File: config.mk
export PLATFORM = sky130hd
export DESIGN_NAME = aes_ced_round_sequencer
export DESIGN_NICKNAME = d
export VERILOG_FILES = /design/src/rtl/aes_ced_pkg.sv /design/src/rtl/aes_ced_round_sequencer_pass_timer.sv /design/src/rtl/aes_ced_round_sequencer.sv
export SDC_FILE = /design/constraint.sdc
export NUM_CORES = 1
export LEC_CHECK = 0
export CAP_MARGIN = 20
export CORE_MARGIN = 3
export CORE_UTILIZATION = 46
export DETAILED_ROUTE_END_ITERATION = 12
export PLACE_DENSITY = 0.77
export SYNTH_ARGS = -nofsm -noshare
export SYNTH_HDL_FRONTEND = slang
export SYNTH_HIERARCHICAL = 1
export SYNTH_SLANG_ARGS = --single-unit
File: constraint.sdc
create_clock -name clk -period 2 [get_ports clk]
set_input_delay 0.6 -clock clk [delete_from_list [all_inputs] [get_ports clk]]
set_output_delay 0.6 -clock clk [all_outputs]
set_load 0.05 [all_outputs]
File: src/rtl/aes_ced_pkg.sv
// aes_ced_pkg
//   Shared types and constants for the AES round sequencer with concurrent
//   error detection (CED).
//   - ced_mode_e  : latched CED scheduling mode
//   - seq_state_e : sequencer FSM states
//   - SEL_*       : dp_sel encodings driven to the round datapath
//   - decode_mode : maps the raw 2-bit mode input, 2'b11 folds to CED_OFF
package aes_ced_pkg;

  localparam int AES_NUM_ROUNDS = 10;

  typedef enum logic [1:0] {
    CED_OFF  = 2'd0,
    CED_FULL = 2'd1,
    CED_SEL  = 2'd2
  } ced_mode_e;

  typedef enum logic [1:0] {
    IDLE = 2'd0,
    PRIM = 2'd1,
    CHK  = 2'd2,
    DONE = 2'd3
  } seq_state_e;

  localparam logic [1:0] SEL_INIT  = 2'd0;
  localparam logic [1:0] SEL_MID   = 2'd1;
  localparam logic [1:0] SEL_FINAL = 2'd2;

  function automatic ced_mode_e decode_mode(input logic [1:0] raw);
    case (raw)
      2'b01:   return CED_FULL;
      2'b10:   return CED_SEL;
      default: return CED_OFF;
    endcase
  endfunction

endpackage

File: src/rtl/aes_ced_round_sequencer_pass_timer.sv
// ced_pass_timer
//   Counts the cycles of one datapath pass, 0..PASS_CYCLES-1, and flags the
//   final cycle. Wraps to 0 on the final cycle so back-to-back passes need
//   no extra clear.
//   clk, rst : clock, asynchronous active-high reset
//   clr      : synchronous clear (wins over en)
//   en       : advance the count
//   last     : high on the final cycle of a pass while enabled
module ced_pass_timer #(
  parameter int PASS_CYCLES = 2
) (
  input  logic clk,
  input  logic rst,
  input  logic clr,
  input  logic en,
  output logic last
);

  logic [3:0] cnt;

  assign last = en && (cnt == 4'(PASS_CYCLES - 1));

  always_ff @(posedge clk or posedge rst) begin
    if (rst) begin
      cnt <= '0;
    end else if (clr) begin
      cnt <= '0;
    end else if (en) begin
      cnt <= last ? '0 : cnt + 4'd1;
    end
  end

endmodule

File: src/rtl/aes_ced_round_sequencer.sv
// aes_ced_round_sequencer
//   Steps the AES round datapath through rounds 0..NUM_ROUNDS, inserting a
//   redundant alpha-permuted check pass after the primary pass of selected
//   rounds, and records the first round whose check disagreed.
//   Optional build macro: CED_ABORT_ON_FAULT_EN -- the first mismatch ends the
//   run; DONE follows the faulting check pass immediately.
//   Inputs : clk, rst, start, abort, ced_mode, ced_round, cmp_mismatch
//   Outputs: busy, done, round_idx, dp_sel, dp_perm, dp_load,
//            fault_detected, fault_location
//
//   state | meaning
//   IDLE  | waiting for start
//   PRIM  | primary pass of round round_q
//   CHK   | permuted check pass of round round_q
//   DONE  | one-cycle completion pulse
module aes_ced_round_sequencer
  import aes_ced_pkg::*;
#(
  parameter int NUM_ROUNDS  = AES_NUM_ROUNDS,
  parameter int PASS_CYCLES = 2,
  parameter int RIDX_W      = 4
) (
  input  logic              clk,
  input  logic              rst,
  input  logic              start,
  input  logic              abort,
  input  logic [1:0]        ced_mode,
  input  logic [RIDX_W-1:0] ced_round,
  input  logic              cmp_mismatch,
  output logic              busy,
  output logic              done,
  output logic [RIDX_W-1:0] round_idx,
  output logic [1:0]        dp_sel,
  output logic              dp_perm,
  output logic              dp_load,
  output logic              fault_detected,
  output logic [RIDX_W-1:0] fault_location
);

  localparam logic [RIDX_W-1:0] LAST_ROUND = RIDX_W'(NUM_ROUNDS);

  seq_state_e        state_q, state_d;
  ced_mode_e         mode_q, mode_d;
  logic [RIDX_W-1:0] round_q, round_d;
  logic [RIDX_W-1:0] sel_round_q, sel_round_d;
  logic [RIDX_W-1:0] loc_q, loc_d;
  logic              fault_q, fault_d;
  logic              active, pass_last, check_here, new_fault, end_on_fault;

  assign active = (state_q == PRIM) || (state_q == CHK);

  ced_pass_timer #(.PASS_CYCLES(PASS_CYCLES)) u_timer (
    .clk  (clk),
    .rst  (rst),
    .clr  (!active || abort),
    .en   (active),
    .last (pass_last)
  );

  // An out-of-range selected round never matches, so no check pass runs.
  assign check_here = (mode_q == CED_FULL) ||
                      ((mode_q == CED_SEL) && (round_q == sel_round_q));

  assign new_fault = (state_q == CHK) && pass_last && cmp_mismatch && !fault_q;

`ifdef CED_ABORT_ON_FAULT_EN
  assign end_on_fault = new_fault;
`else
  assign end_on_fault = 1'b0;
`endif

  always_comb begin
    state_d     = state_q;
    mode_d      = mode_q;
    round_d     = round_q;
    sel_round_d = sel_round_q;
    fault_d     = fault_q;
    loc_d       = loc_q;
    case (state_q)
      IDLE: begin
        if (start && !abort) begin
          state_d     = PRIM;
          mode_d      = decode_mode(ced_mode);
          round_d     = '0;
          sel_round_d = ced_round;
          fault_d     = 1'b0;
          loc_d       = '0;
        end
      end
      PRIM: begin
        if (abort) begin
          state_d = IDLE;
        end else if (pass_last) begin
          if (check_here) begin
            state_d = CHK;
          end else if (round_q == LAST_ROUND) begin
            state_d = DONE;
          end else begin
            round_d = round_q + RIDX_W'(1);
          end
        end
      end
      CHK: begin
        if (abort) begin
          state_d = IDLE;
        end else if (pass_last) begin
          if (new_fault) begin
            fault_d = 1'b1;
            loc_d   = round_q;
          end
          if ((round_q == LAST_ROUND) || end_on_fault) begin
            state_d = DONE;
          end else begin
            state_d = PRIM;
            round_d = round_q + RIDX_W'(1);
          end
        end
      end
      DONE:    state_d = IDLE;
      default: state_d = IDLE;
    endcase
  end

  always_ff @(posedge clk or posedge rst) begin
    if (rst) begin
      state_q     <= IDLE;
      mode_q      <= CED_OFF;
      round_q     <= '0;
      sel_round_q <= '0;
      fault_q     <= 1'b0;
      loc_q       <= '0;
    end else begin
      state_q     <= state_d;
      mode_q      <= mode_d;
      round_q     <= round_d;
      sel_round_q <= sel_round_d;
      fault_q     <= fault_d;
      loc_q       <= loc_d;
    end
  end

  // Round index and select are only meaningful while a pass is running.
  assign busy           = (state_q != IDLE);
  assign done           = (state_q == DONE);
  assign round_idx      = active ? round_q : '0;
  assign dp_sel         = !active                  ? SEL_INIT  :
                          (round_q == '0)          ? SEL_INIT  :
                          (round_q == LAST_ROUND)  ? SEL_FINAL : SEL_MID;
  assign dp_perm        = (state_q == CHK);
  assign dp_load        = pass_last;
  assign fault_detected = fault_q;
  assign fault_location = loc_q;

endmodule
==> run metrics <==
root buffer cell=sky130_fd_sc_hd__clkbuf_4; dominant cell type by area after synthesis=sky130_fd_sc_hd__dfrtp_1; worst-case clock skew=5.62 ps; launch point of the worst path=state_q[0]; WL per Instance=14.9 um; reported leakage power=0.000918 uW; normalized max-slew margin=78.3%; violations in the final reports=setup timing; endpoint type of the worst setup path=output pin; upper clock frequency limit=0.469 GHz; Detailed Route Iter0 Violations=27; critical path data required time=1400 ps; post-detailed-route DRC marker count=0; proportion of layout cells with a drive suffix above 1=42.7%; Gate Count Post-Synth=138; Cell Area, Placed=1840 um^2; top-area cell type share of the netlist area=38.9%; leading cell types by total area after synthesis=sky130_fd_sc_hd__dfrtp_1 39%, sky130_fd_sc_hd__ha_1 8.3%, sky130_fd_sc_hd__inv_1 4.7%; effective utilization at floorplan=48.5%; die width=60.2 um; standard-cell row count=19; Final Slew Violations=0; pin count of the biggest net entering global routing=18; Worst Max-Slew Pin Slew=326 ps; element type at the critical path start=flop; post-layout minimum cycle time=2130 ps; synth unique cells=46; number of vias per cell after detailed routing=5.46; HPWL reported at the end of detailed placement=2400 um; chain of cells forming the critical path=inv_2 -> ha_4 -> clkinvlp_4 -> nor2_4 -> buf_12; final sum of negative setup slack=-745 ps; most used cells in the layout excluding fill and tap cells=35 x sky130_fd_sc_hd__buf_4, 20 x sky130_fd_sc_hd__dfrtp_1, 10 x sky130_fd_sc_hd__inv_1, 10 x sky130_fd_sc_hd__clkdlybuf4s50_1, 10 x sky130_fd_sc_hd__buf_12; async set or reset register ratio after synthesis=100%; final worst-path setup slack=-131 ps; Die Span Y=60.2 um; clock tree from TritonCTS=yes; Max-Cap Viols=0; number of nets produced by synthesis=158; global placement routability congestion=0.790; post-CTS clock slew at the launch and capture registers of the worst setup and hold paths=120 ps; # port buffers=25; startpoint-to-endpoint class of the critical path=flop to output pin; status=finished, violations left; number of endpoints with negative hold slack in the final report=0; clock tree sinks=21; later-pin clock latency in the skew report=310 ps; longest individual stage delay on the worst path=380 ps; number of diodes added for antenna fixing=0; total power=2870 uW; Mean Syn Cell Area=9.78 um^2; antenna violations before repair=0; portion of the clock cycle consumed by the worst path in the final layout=107%; worst vdd ir=1.27 mV; worst reg-to-reg setup slack=-40 ps; net total in the final layout=213; first-pass GRT wire length=5560 um; Synthesis Warnings=6; area of the mapped netlist=1350 um^2; DP Worst Slack=-236 ps; prevailing post-synth register cell=sky130_fd_sc_hd__dfrtp_1; total routing resource utilization after global routing=20.2%; Finished Cell Area=2050 um^2; remaining global-route overflow=0; Die Area=3620 um^2; CTS H-tree depth=1; worst path arrival time=1530 ps; Vias=1218; ratio of total power to cell area=1400 nW/um^2; post-synthesis register bit count=21; portion of the post-synthesis area used by sequential elements=38.9%; class of the tightest hold or removal check=input port to asynchronous set/reset pin; number of flops mapped to enable cells by yosys=0; worst r2r dst=fault_location[3]; number of clock buffers inserted by TritonCTS=3; leading cell type in the layout, fill and taps excluded=sky130_fd_sc_hd__buf_4; logic depth of the worst register-to-register path=9; Boundary Pins=26; Post-DRT Antenna Nets=0; unrepaired setup endpoints after global routing=true; core region area=2780 um^2; setup violators final=12; DR pass1 iterations=4; slowest cell on the critical path=sky130_fd_sc_hd__dfrtp_1; final-layout worst hold slack=494 ps; buffers from clock root to sink, at most=2; number of global-route vias before repair=1236; startpoint of the lowest-slack register-to-register path=state_q[0]; final wirelength=3320 um; Area Growth Syn to Fin=51.8%; Crit Path Max Fanout=4
==> cell families (layout without fill, tap and decap cells) <==
family | after synthesis | in the layout | share of synthesized area, %
simple gates | 45 | 45 | 19.4
compound gates | 27 | 27 | 15.7
buf+inv | 22 | 76 | 6.86
flops | 21 | 21 | 38.9
mux | 10 | 10 | 8.25
fa+ha+maj | 9 | 9 | 8.34
xor+xnor | 4 | 4 | 2.60
==> sequential cells by signal (all words and copies together), names as in the netlist <==
name,cells
fault_location,4
mode_q,2
u_timer/cnt,4
sel_round_q,4
fault_detected,1
state_q,2
round_q,4
==> worst max path at each step <==
stage	to	cells after the start
floorplan	fault_detected	7
global placement	round_q[3]	6
detailed placement	round_q[3]	6
CTS	round_idx[1]	5
global route	round_idx[0]	5
finish	round_idx[0]	5
==> synthesized netlist by cell type, types with 2 or more instances <==
master                      n
sky130_fd_sc_hd__nand2b_1   5
sky130_fd_sc_hd__mux2_2     5
sky130_fd_sc_hd__xnor2_1    3
sky130_fd_sc_hd__a21oi_1    3
sky130_fd_sc_hd__and2b_1    2
sky130_fd_sc_hd__o22ai_1    2
sky130_fd_sc_hd__nand3_1    6
sky130_fd_sc_hd__inv_1     17
sky130_fd_sc_hd__dfrtp_1   21
sky130_fd_sc_hd__nor2b_1    2
sky130_fd_sc_hd__and2_1     2
sky130_fd_sc_hd__nand2_1    7
sky130_fd_sc_hd__nand3b_1   2
sky130_fd_sc_hd__ha_1       9
sky130_fd_sc_hd__o21ai_0    8
sky130_fd_sc_hd__o221ai_1   2
sky130_fd_sc_hd__clkbuf_1   2
sky130_fd_sc_hd__mux2i_1    4
sky130_fd_sc_hd__nor2_1     9
==> power by group <==
part / total [uW] / switching, uW / internal [uW]
combinational: 2020 / 1020 / 999
sequential: 642 / 95.8 / 547
clock: 210 / 132 / 77.9
total: 2870 / 1250 / 1620
==> per-stage QoR <==
stage,instances,util (%)
after global placement,203,66.1
after CTS,221,72.5
after floorplan,138,-
after global routing,223,73.7
final,223,73.7
after detailed placement,203,66.1
==> layout make-up <==
class | count | area (um^2)
repair buffers | 55 | 563
clock buffers | 4 | 26.3
fillers | 192 | 732
well taps | 31 | 38.8
flip-flops and latches | 21 | 527
inverters | 17 | 70.1
multi-input cells | 95 | 825
==> what timing repair did <==
action	CTS	global route
buffers inserted	14	2
resized for setup	18	6
hold buffers	0	0
pin swaps	6	4
endpoints found under the setup margin	13	16
==> critical path: cells and delay by family (launching register included) <==
family	cells	cell delay (ps)
adders and majority gates	1	300
DFF	1	380
buffers and inverters	3	370
and+or+nand+nor	1	170
==> layer usage <==
layer	vias up	track usage (%)	wire (um)
met2	36	34.7	1700
met3	13	2.81	123
met5	-	0	0
met4	0	7.91	90
met1	585	25.3	1410
li1	584	-	-
Note: power is estimated with default switching activity, not from simulation.
